[config.mk]
export PLATFORM = sky130hd
export DESIGN_NAME = mcs51_prog_sequencer
export DESIGN_NICKNAME = d
export VERILOG_FILES = /design/src/rtl/mcs51_prog_sequencer.sv
export SDC_FILE = /design/constraint.sdc
export NUM_CORES = 1
export LEC_CHECK = 0
export BUFFER_PORTS_ARGS = -buffer_cell sky130_fd_sc_hd__buf_2
export CAP_MARGIN = 15
export CORE_MARGIN = 2
export CORE_UTILIZATION = 59
export CTS_BUF_LIST = sky130_fd_sc_hd__clkbuf_8
export DETAILED_ROUTE_END_ITERATION = 8
export PLACE_DENSITY = 0.88
export SLEW_MARGIN = 40
export SYNTH_ARGS = -nofsm -noshare
export SYNTH_HDL_FRONTEND = slang
export SYNTH_SLANG_ARGS = --single-unit
[constraint.sdc]
create_clock -name osc -period 2.6 [get_ports osc]
set_input_delay 0 -clock osc [delete_from_list [all_inputs] [get_ports osc]]
set_output_delay 0 -clock osc [all_outputs]
set_load 0.02 [all_outputs]
[src/rtl/mcs51_prog_sequencer.sv]
// mcs51_prog_sequencer: PROG/VPP/increment pulse sequencer for AT89Cx051 flash programming
module mcs51_prog_sequencer #(
  parameter int DATA_WIDTH     = 8,
  parameter int PULSE_CYCLES   = 24,
  parameter int RECOVER_CYCLES = 2,
  parameter int POLL_CYCLES    = 4800,
  parameter int READY_POLLS    = 12,
  parameter int VERIFY_CYCLES  = 2,
  parameter int MAX_RETRIES    = 3,
  parameter int IA_CYCLES      = 2,
  parameter int ERASE_CYCLES   = 240000,
  parameter int AUTO_INC       = 1
) (
  input  logic                  osc,
  input  logic                  rst,
  input  logic                  cmd_valid,
  output logic                  cmd_ready,
  input  logic [2:0]            cmd,
  input  logic [DATA_WIDTH-1:0] wr_data,
  output logic [DATA_WIDTH-1:0] rd_data,
  output logic                  busy,
  output logic                  done,
  output logic                  err,
  output logic [1:0]            err_code,
  input  logic                  dut_rdy,
  input  logic [DATA_WIDTH-1:0] dut_data_in,
  output logic [DATA_WIDTH-1:0] dut_data_out,
  output logic                  dut_data_oe,
  output logic                  dut_verify,
  output logic                  dut_prog,
  output logic                  dut_vpp,
  output logic                  dut_ia
);
  function automatic int max2(int a, int b);
    return a > b ? a : b;
  endfunction
  localparam int MAXC = max2(max2(max2(PULSE_CYCLES, RECOVER_CYCLES), max2(POLL_CYCLES, VERIFY_CYCLES)),
                             max2(IA_CYCLES, ERASE_CYCLES));
  localparam int CW = $clog2(MAXC) + 1;
  localparam int PW = $clog2(READY_POLLS) + 1;
  localparam int RW = $clog2(MAX_RETRIES + 1) + 1;
  localparam logic [CW-1:0] P_END = CW'(PULSE_CYCLES - 1);
  localparam logic [CW-1:0] R_END = CW'(RECOVER_CYCLES - 1);
  localparam logic [CW-1:0] W_END = CW'(POLL_CYCLES - 1);
  localparam logic [CW-1:0] V_END = CW'(VERIFY_CYCLES - 1);
  localparam logic [CW-1:0] I_END = CW'(IA_CYCLES - 1);
  localparam logic [CW-1:0] E_END = CW'(ERASE_CYCLES - 1);
  localparam logic [PW-1:0] POLL_LAST = PW'(READY_POLLS - 1);
  localparam logic [RW-1:0] RETRY_MAX = RW'(MAX_RETRIES);
  localparam logic [2:0] C_PH = 3'd1, C_PL = 3'd2, C_PROGRAM = 3'd3, C_ERASE = 3'd4;
  localparam logic [2:0] C_VON = 3'd5, C_VOFF = 3'd6, C_READ = 3'd7;
  typedef enum logic [3:0] {IDLE, PULSE, RECOVER, POLL, WAIT, VERIFY, INC, ERASE, FINISH} state_t;
  state_t state, state_n;
  logic [CW-1:0] cnt, cnt_n;
  logic [PW-1:0] polls, polls_n;
  logic [RW-1:0] retries, retries_n;
  logic [2:0] cmd_q, cmd_q_n;
  logic [DATA_WIDTH-1:0] data_q, data_q_n, rd_data_n;
  logic [1:0] err_code_n, rdy_s;
  logic busy_n, done_n, err_n, cmd_ready_n, oe_n, verify_n, prog_n, vpp_n, ia_n;
  logic fin, last, match;
  assign dut_data_out = data_q;
  assign last = cnt == '0;
  assign match = cmd_q == C_READ || dut_data_in == data_q;
  always_comb begin
    state_n = state;
    cnt_n = last ? '0 : cnt - 1'b1;
    polls_n = polls;
    retries_n = retries;
    cmd_q_n = cmd_q;
    data_q_n = data_q;
    rd_data_n = rd_data;
    busy_n = busy;
    done_n = 1'b0;
    err_n = err;
    err_code_n = err_code;
    cmd_ready_n = cmd_ready;
    oe_n = dut_data_oe;
    verify_n = dut_verify;
    prog_n = dut_prog;
    vpp_n = dut_vpp;
    ia_n = 1'b0;
    fin = 1'b0;
    case (state)
      IDLE, FINISH: begin
        if (state == FINISH) state_n = IDLE;
        if (cmd_valid && cmd_ready) begin
          cmd_q_n = cmd;
          data_q_n = wr_data;
          err_n = 1'b0;
          err_code_n = 2'd0;
          cmd_ready_n = 1'b0;
          busy_n = 1'b1;
          retries_n = '0;
          case (cmd)
            C_PROGRAM: begin
              state_n = PULSE;
              cnt_n = P_END;
              oe_n = 1'b1;
              prog_n = 1'b0;
            end
            C_ERASE: begin
              state_n = ERASE;
              cnt_n = E_END;
              prog_n = 1'b0;
            end
            C_READ: begin
              state_n = VERIFY;
              cnt_n = V_END;
              oe_n = 1'b0;
              verify_n = 1'b1;
            end
            default: begin
              fin = 1'b1;
              prog_n = cmd == C_PH ? 1'b1 : cmd == C_PL ? 1'b0 : dut_prog;
              vpp_n = cmd == C_VON ? 1'b1 : cmd == C_VOFF ? 1'b0 : dut_vpp;
            end
          endcase
        end
      end
      PULSE: if (last) begin
        state_n = RECOVER;
        cnt_n = R_END;
        prog_n = 1'b1;
      end
      RECOVER: if (last) begin
        state_n = POLL;
        polls_n = '0;
      end
      POLL: if (rdy_s[1]) begin
        state_n = VERIFY;
        cnt_n = V_END;
        oe_n = 1'b0;
        verify_n = 1'b1;
      end else if (polls == POLL_LAST) begin
        err_code_n = 2'd1;
        fin = 1'b1;
      end else begin
        state_n = WAIT;
        cnt_n = W_END;
        polls_n = polls + 1'b1;
      end
      WAIT: if (last) state_n = POLL;
      VERIFY: if (last) begin
        rd_data_n = dut_data_in;
        verify_n = 1'b0;
        if (match) begin
          if (AUTO_INC != 0) begin
            state_n = INC;
            cnt_n = I_END;
            ia_n = 1'b1;
          end else fin = 1'b1;
        end else if (retries != RETRY_MAX) begin
          retries_n = retries + 1'b1;
          state_n = PULSE;
          cnt_n = P_END;
          oe_n = 1'b1;
          prog_n = 1'b0;
        end else begin
          err_code_n = 2'd2;
          fin = 1'b1;
        end
      end
      INC: begin
        ia_n = !last;
        fin = last;
      end
      ERASE: if (last) begin
        prog_n = 1'b1;
        fin = 1'b1;
      end
      default: state_n = IDLE;
    endcase
    // every completion path funnels through here so FINISH outputs are uniform
    if (fin) begin
      state_n = FINISH;
      done_n = 1'b1;
      busy_n = 1'b0;
      cmd_ready_n = 1'b1;
      verify_n = 1'b0;
      oe_n = 1'b0;
      err_n = err_code_n != 2'd0;
    end
  end
  always_ff @(posedge osc or posedge rst) begin
    if (rst) begin
      state <= IDLE;
      cnt <= '0;
      polls <= '0;
      retries <= '0;
      cmd_q <= '0;
      data_q <= '0;
      rd_data <= '0;
      busy <= 1'b0;
      done <= 1'b0;
      err <= 1'b0;
      err_code <= 2'd0;
      cmd_ready <= 1'b1;
      dut_data_oe <= 1'b0;
      dut_verify <= 1'b0;
      dut_prog <= 1'b0;
      dut_vpp <= 1'b0;
      dut_ia <= 1'b0;
      rdy_s <= 2'b00;
    end else begin
      state <= state_n;
      cnt <= cnt_n;
      polls <= polls_n;
      retries <= retries_n;
      cmd_q <= cmd_q_n;
      data_q <= data_q_n;
      rd_data <= rd_data_n;
      busy <= busy_n;
      done <= done_n;
      err <= err_n;
      err_code <= err_code_n;
      cmd_ready <= cmd_ready_n;
      dut_data_oe <= oe_n;
      dut_verify <= verify_n;
      dut_prog <= prog_n;
      dut_vpp <= vpp_n;
      dut_ia <= ia_n;
      rdy_s <= {rdy_s[0], dut_rdy};
    end
  end
endmodule

==> Yosys cells after proc, flatten, opt, wreduce, memory -nomap -nowiden <==
Cells that the tools add are included.
{ "word_totals": {"reg_bits": 63} }
{ "classes": {"n_mux": 83, "n_bitwise": 1, "n_reduce_logical": 29, "eq_ne": 41, "n_addsub": 3} }
{ "op_table": {"columns": ["cell", "count"], "rows": [
  ["$mux 19", 8],
  ["$pmux 19 s4", 1],
  ["$pmux 19 s3", 1],
  ["$mux 4", 10],
  ["$mux 1", 38],
  ["$pmux 4 s6", 1],
  ["$ne 3x3->1 const B", 7],
  ["$logic_not 19->1", 1],
  ["$sub 19x1->19 const B", 1],
  ["$eq 4x3->1 const B", 4],
  ["$ne 2x2->1 const B", 8],
  ["$ne 4x4->1 const B", 4],
  ["$eq 3x3->1 const B", 5],
  ["$mux 5", 3],
  ["$mux 2", 6],
  ["$mux 3", 4],
  ["$pmux 4 s3", 1],
  ["$reduce_bool 2->1", 6],
  ["$pmux 5 s2", 1],
  ["$reduce_and 5->1", 2],
  ["$reduce_or 2->1", 5],
  ["$pmux 1 s3", 3],
  ["$eq 4x2->1 const B", 2],
  ["$eq 8x8->1", 1],
  ["other kinds (27)", 34]
]} }

==> Depth between registers and ports, before layout <==
Gate-level depths: netlist (run 1).
{ "logic_depth": {"ltp_word": 7, "ltp_mapped": 8} }

==> Least setup slack after synthesis (run 1) <==
Ideal clock, no wire load.
{ "synth_timing": {"path_kind": "register -> register", "start": "register cnt[4]", "end": "register dut_prog", "arrival_ns": 1.903, "setup_ns": 0.126, "stages_incl_launch_ff": 8, "required_ns": 2.474, "synth_period_minus_slack_ns": 2.029, "setup_slack_ns": 0.571, "cell_sequence": "dfrtp_1 > nor4_4 > nand4b_4 > or2_4 > buf_6 > a21oi_2 > o221ai_1 > a221o_1"} }
{ "synth_between": {"elab_chain_cells": 3} }
{ "synth_rtl": {"columns": ["item", "line", "source"], "rows": [
  ["start: declaration", "54", "logic [CW-1:0] cnt, cnt_n;"],
  ["start signal: assignment", "207", "cnt <= cnt_n;"],
  ["$logic_not 19->1 (*)", "63", "assign last = cnt == '0;"],
  ["$ne 2x2->1 (no line) or $ne 2x1->1 (tied branches)", null, null],
  ["$reduce_and 8->1 (no line) (*)", null, null],
  ["end signal: assignment", "220", "dut_prog <= prog_n;"],
  ["end: declaration", "30", "output logic dut_prog,"]
]} }
Every way passes the cells marked *; elsewhere a longest branch is shown, timed or not.
A chain may end at the register's enable or synchronous reset.

==> Worst setup path in the final report (run 1) <==
{ "layout_timing": {"start": "register state[0]", "end": "register err"} }
{ "layout_between": {"elab_chain_cells": 5} }
{ "layout_rtl": {"columns": ["item", "line", "source"], "rows": [
  ["start: declaration", "53", "state_t state, state_n;"],
  ["start signal: assignment", "206", "state <= state_n;"],
  ["$eq 4x4->1 or $logic_not 4->1 (tied branches)", "84", "case (state)"],
  ["$reduce_or 2->1", "84", null],
  ["$pmux 1 s5 or $pmux 2 s3 (tied branches)", "84", null],
  ["$reduce_bool 2->1 (on tied branches)", null, null],
  ["$reduce_and 2->1 (no line) or $mux 1 (tied branches)", null, null],
  ["end signal: assignment", "215", "err <= err_n;"],
  ["end: declaration", "23", "output logic err,"]
]} }
Several ways; a longest one is shown, not always the timed one.

==> impl_metrics.toml, run 1 <==
[outcome]
status = "completed"

[timing]
finalSetupViolCount = 0
period_share = 0.936
drv_slew = 0
fin_tns_setup_ps = 0
clock-skew-final_ps = 15.9
rsz0062_at_grt = "no"
finalHoldViolCount = 0
post-route-min-period_ps = 2430
max_freq_ghz = 0.411
relSlewSlack = 0.559
tightest_slew_ps = 661

[synthesis]
synth_area_sq_um = 3410
yosysTopAreaCell = "dfrtp_1"
synth-main-ff-cell = "dfrtp_1"
synth_cell_types = 66
syn_avg_cell_area_sq_um = 9.37
synth_common_cells = "nand2_1, dfrtp_1, nor2_1, o21ai_0, a21oi_1"
ys_seq_area_frac = 0.463
synth_top_area_frac = 0.455
synth_area_leaders = "dfrtp_1, nand2_1, nor2_1"
yosysWarnings = 0
synthesis.instances = 364
synthArstFlopShare = 1.00
syn_nets = 392
synth_seq_cells = 63
synth-edff-count = 0
synth.most_common_cell = "nand2_1"

[global_routing]
grt_util_met2 = 0.572
use_met3 = 0.0871
grt.busiest_layer = "met2"
grt.total_usage = 0.362
grt_max_degree = 55
grt.overflow.total = 0
grt_util_met1 = 0.457
first_global_vias = 3379
antenna_found_initial = 0
grt_pass1_wl_um = 17300

[cells_and_area]
final_cells = 522
diodes = 0
drive_gt1_frac = 0.229
finalNetCount = 473
syn_to_final_growth_pct = 23.8

[floorplan]
rows = 27
die-area_sq_um = 6400
die_h_um = 80.0
initial_core_util = 0.615
io_pins = 50
coreArea_sq_um = 5540
fp.dieW_um = 80.0

[cts]
cts_setup_buffers = 0
ctsHtreeMaxLevel = 3
holdBufCountCts = 19
cts_resized = 0
cts_sinks = 63
cts_tree = "yes"
root_buffer = "clkbuf_8"
clockBufferDepth = 2
insertion_delay_ps = 360
cts_buffers = 9
cts.clk_slew.worst_paths_ps = 70

[detailed_routing]
vias = 3401
first_pass_iters = 6
drt_iter0_drc = 332
vias_per_cell = 6.52
wl_per_cell_um = 19.7
drt-total-wl_um = 10300
drc = 0
detail-route-antenna-nets = 0

[worst_setup_path]
setup.worst_path.end_class = "register"
worstPathArrival_ps = 2680
start_kind = "register"
crit_fanout = 16
r2r_slack_ps = 170
required_ps = 2840
path_class = "reg2reg"

[place]
gp_congestion = 0.966
dp_cells = 487
numPortBuffers = 49
hpwl_um = 6090

[pwr]
p_leak_nw = 2.03
ir_drop_mv = 0.729
p_per_area_nw_per_um2 = 1140

[min_path]
hold_path_class = "in2reg"

[run]
cap_viol_max_count = 0
power by group:
group          internal [mW]  total, mW  switching [mW]
clock network          0.590       1.00           0.410
logic                  0.856       2.08            1.22
registers               1.34       1.74           0.405
final cells by class:
class                           instances  area [sq um]
Multi-Input combinational cell        282          1750
Sequential cell                        63          1580
Fill cell                             364          1320
Timing Repair Buffer                   82           541
Clock buffer                           11           151
Tap cell                               72          90.1
Clock inverter                          5          80.1
Inverter                                7          28.8
path summary, 6_finish.rpt:
check,startpoint,endpoint,depth (start not counted)
worst min register to register,rdy_s[0]$_DFF_PP0_,rdy_s[1]$_DFF_PP0_,0
min in group asynchronous,rst,rd_data[3]$_DFFE_PP0P_,3
worst max register to register,state[0]$_DFFE_PP0P_,err$_DFFE_PP0P_,6
worst min-delay path,cmd[1],cmd_q[1]$_DFFE_PP0P_,3
max in group asynchronous,rst,dut_data_out[6]$_DFFE_PP0P_,4
worst max-delay path,state[0]$_DFFE_PP0P_,err$_DFFE_PP0P_,6
layer usage:
metal	wire [um]	up-vias
li1	-	1440
met1	3850	1578
met2	4790	300
met3	952	83
met4	676	0
met5	0	-
cell usage in the layout, fill, tap and decap left out, drive strengths merged, types with 3 or more instances in the layout:
master / synthesis / final
or3: 4 / 4
o211ai: 3 / 3
ha: 5 / 5
nor2b: 4 / 4
clkbuf: 10 / 11
inv: 7 / 7
a2bb2oi: 3 / 3
nor3: 10 / 10
xor2: 14 / 14
nand3: 8 / 8
nor4: 6 / 6
nand2b: 3 / 3
and3: 3 / 3
buf: 2 / 63
dfrtp: 62 / 62
xnor2: 14 / 14
nand4: 3 / 3
o21ai: 22 / 22
and2: 4 / 4
nand2: 66 / 66
nor4bb: 3 / 3
a21oi: 16 / 16
nand3b: 3 / 3
nor2: 40 / 40
mux2: 8 / 8
dlygate4sd3: 0 / 19
o31ai: 3 / 3
state kept, by name (all words and copies together), names as in the netlist, 2 cells and up:
register      cells
cnt              19
dut_data_out      8
rd_data           8
polls             5
state             4
cmd_q             3
retries           3
err_code          2
rdy_s             2
cells by family (layout without fill, tap and decap cells):
group | count (synthesis) | in the layout | share of synthesized area
muxes | 9 | 9 | 0.0294
buffers and inverters | 19 | 105 | 0.0235
adders and majority gates | 5 | 5 | 0.0183
and+or+nand+nor | 167 | 167 | 0.252
xor gates and xnor gates | 28 | 28 | 0.0719
DFF | 63 | 63 | 0.463
AOI/OAI and AO/OA | 73 | 73 | 0.142
worst max-delay path: stages, from the launching register on:
cell and delay [ps]:
dfrtp_1 630, or3b_1 460, nor2_1 250, o211ai_1 190, a21oi_1 320, o21ai_0 190, a32o_1 290
stage by stage:
stage               utilization  hold WS [ps]  instance area (sq um)  worst slack (ps)  power (mW)
finish                    0.762          13.7                   4220               165        4.82
global route              0.762          42.3                   4220              45.5        5.11
CTS                       0.762         0.845                   4220               306        4.67
detailed placement        0.686           110                   3800               333        3.65
global placement          0.685           109                   3800               350        3.57
floorplan                     -          31.4                   3410               571        3.08
Note: power is estimated with default switching activity, not from simulation.
==> run 2, diff against run 1 <==
Settings changed: BUFFER_PORTS_ARGS -buffer_cell sky130_fd_sc_hd__buf_2 to default, CORE_UTILIZATION 59 to 66, DONT_BUFFER_PORTS from default to 1, SETUP_SLACK_MARGIN from default to 0.4.
==> impl_metrics.toml, run 2 (synthesis results as in run 1) <==
[cells_and_area]
drive_gt1_frac = 0.195
syn_to_final_growth_pct = 22.4
final_common_cell = "nand2_1"
regMostFlops = "cnt"
finalNetCount = 434
largest_reg_flops = 19
diodes = 0
final_cell_mix = "nand2_1, dfrtp_1, nor2_1, dlygate4sd3_1"

[min_path]
holdPathStages = 3
worstHoldStart = "cmd[1]"
worstHoldEndpoint = "cnt[16]$_DFF_PP0_"
hold_path_class = "in2reg"

[floorplan]
die_h_um = 75.9
die-area_sq_um = 5760
rows = 26
initial_core_util = 0.676
fp.dieW_um = 75.9
coreArea_sq_um = 5040
io_pins = 50

[global_routing]
grt.total_usage = 0.384
grt_max_degree = 40
grt_pass1_wl_um = 15800
first_global_vias = 3200
grt.overflow.total = 0
antenna_found_initial = 0

[worst_setup_path]
setup.worst_path.end_class = "register"
reg2regPathDepth = 6
required_ps = 2830
path_class = "reg2reg"
start_kind = "register"
crit-reg2reg-launch = "dut_data_out[6]$_DFFE_PP0P_"
r2r_slack_ps = 410
reg2reg_to = "err$_DFFE_PP0P_"
worstPathArrival_ps = 2420
crit_fanout = 3

[detailed_routing]
vias = 3247
drc = 0
drt_iter0_drc = 316
vias_per_cell = 6.76
first_pass_iters = 6
detail-route-antenna-nets = 0
drt-total-wl_um = 11100
wl_per_cell_um = 23.2

[cts]
clockBufferDepth = 2
root_buffer = "clkbuf_8"
cts_sinks = 63
cts_buffers = 9
insertion_delay_ps = 350
ctsHtreeMaxLevel = 3
cts_tree = "yes"
cts.clk_slew.worst_paths_ps = 80

[timing]
whs_ps = 53.6
tightest_slew_ps = 680
relSlewSlack = 0.546
rsz0062_at_grt = "yes"
post-route-min-period_ps = 2190
finalHoldViolCount = 0
clock-skew-final_ps = 13.9
finalSetupViolCount = 0
period_share = 0.843
fin_tns_setup_ps = 0
max_freq_ghz = 0.456
drv_slew = 0

[pwr]
p_leak_nw = 1.87
p_per_area_nw_per_um2 = 1180
ir_drop_mv = 0.839

[place]
hpwl_um = 6050
numPortBuffers = 0
gp_congestion = 1.01

[outcome]
status = "completed"

[run]
cap_viol_max_count = 0
run 2: worst max-delay path by stage:
stage                                     start              endpoint  slack, ps  cells past startpoint
finish              dut_data_out[6]$_DFFE_PP0P_       err$_DFFE_PP0P_        410                      6
global route              cmd_ready$_DFFE_PP1P_  state[2]$_DFFE_PP0P_        360                      6
CTS                      retries[0]$_DFFE_PP0P_       err$_DFFE_PP0P_        410                      8
detailed placement        cmd_ready$_DFFE_PP1P_  state[1]$_DFFE_PP0P_        240                      6
global placement          cmd_ready$_DFFE_PP1P_  state[1]$_DFFE_PP0P_        290                      6
floorplan                      cnt[4]$_DFF_PP0_  dut_prog$_DFFE_PP0P_        570                      7
run 2: area by class of cell:
cell class | count | area (sq um)
multi-input cells | 284 | 1870
flip-flops and latches | 63 | 1580
repair buffers | 41 | 373
clock inverters | 3 | 65.1
inverters | 7 | 27.5
clock buffers | 12 | 165
well taps | 70 | 87.6
fillers | 284 | 870
run 2: what timing repair did:
item	CTS	global route
cloned	0	2
setup buffers	1	8
endpoints found under the setup margin	22	19
resized for setup	6	20
pin swaps	2	7
endpoints found under the hold margin	61	0
hold buffers	21	0
run 2: layer usage:
metal,track usage,up-vias,wire [um]
li1,-,1363,-
met1,0.438,1551,3840
met2,0.633,263,5470
met3,0.123,70,1200
met4,0.218,0,609
met5,0,-,0
run 2: through the flow:
step                      power (mW)   util  worst slack [ps]  instances  instance area (sq um)
after floorplan                 3.08      -               571        364                   3410
after detailed placement        3.55  0.699               239        433                   3530
after CTS                       4.61  0.797               406        470                   4020
final                           4.94  0.828               409        480                   4170
after global placement          3.47  0.699               292        433                   3530
after global routing            5.16  0.828               365        480                   4170
run 2: power by group:
| part | total, mW | internal, mW | switching (mW) |
|---|---|---|---|
| Sequential | 1.96 | 1.34 | 0.616 |
| Clock | 1.02 | 0.612 | 0.405 |
| Combinational | 1.96 | 0.847 | 1.11 |
run 2: critical path, cell delays in order (launching register included):
cell,delay (ps)
dfrtp_1,490
xnor2_1,300
nand4_1,200
o211ai_1,350
a21oi_2,120
or3_1,350
a32o_1,270
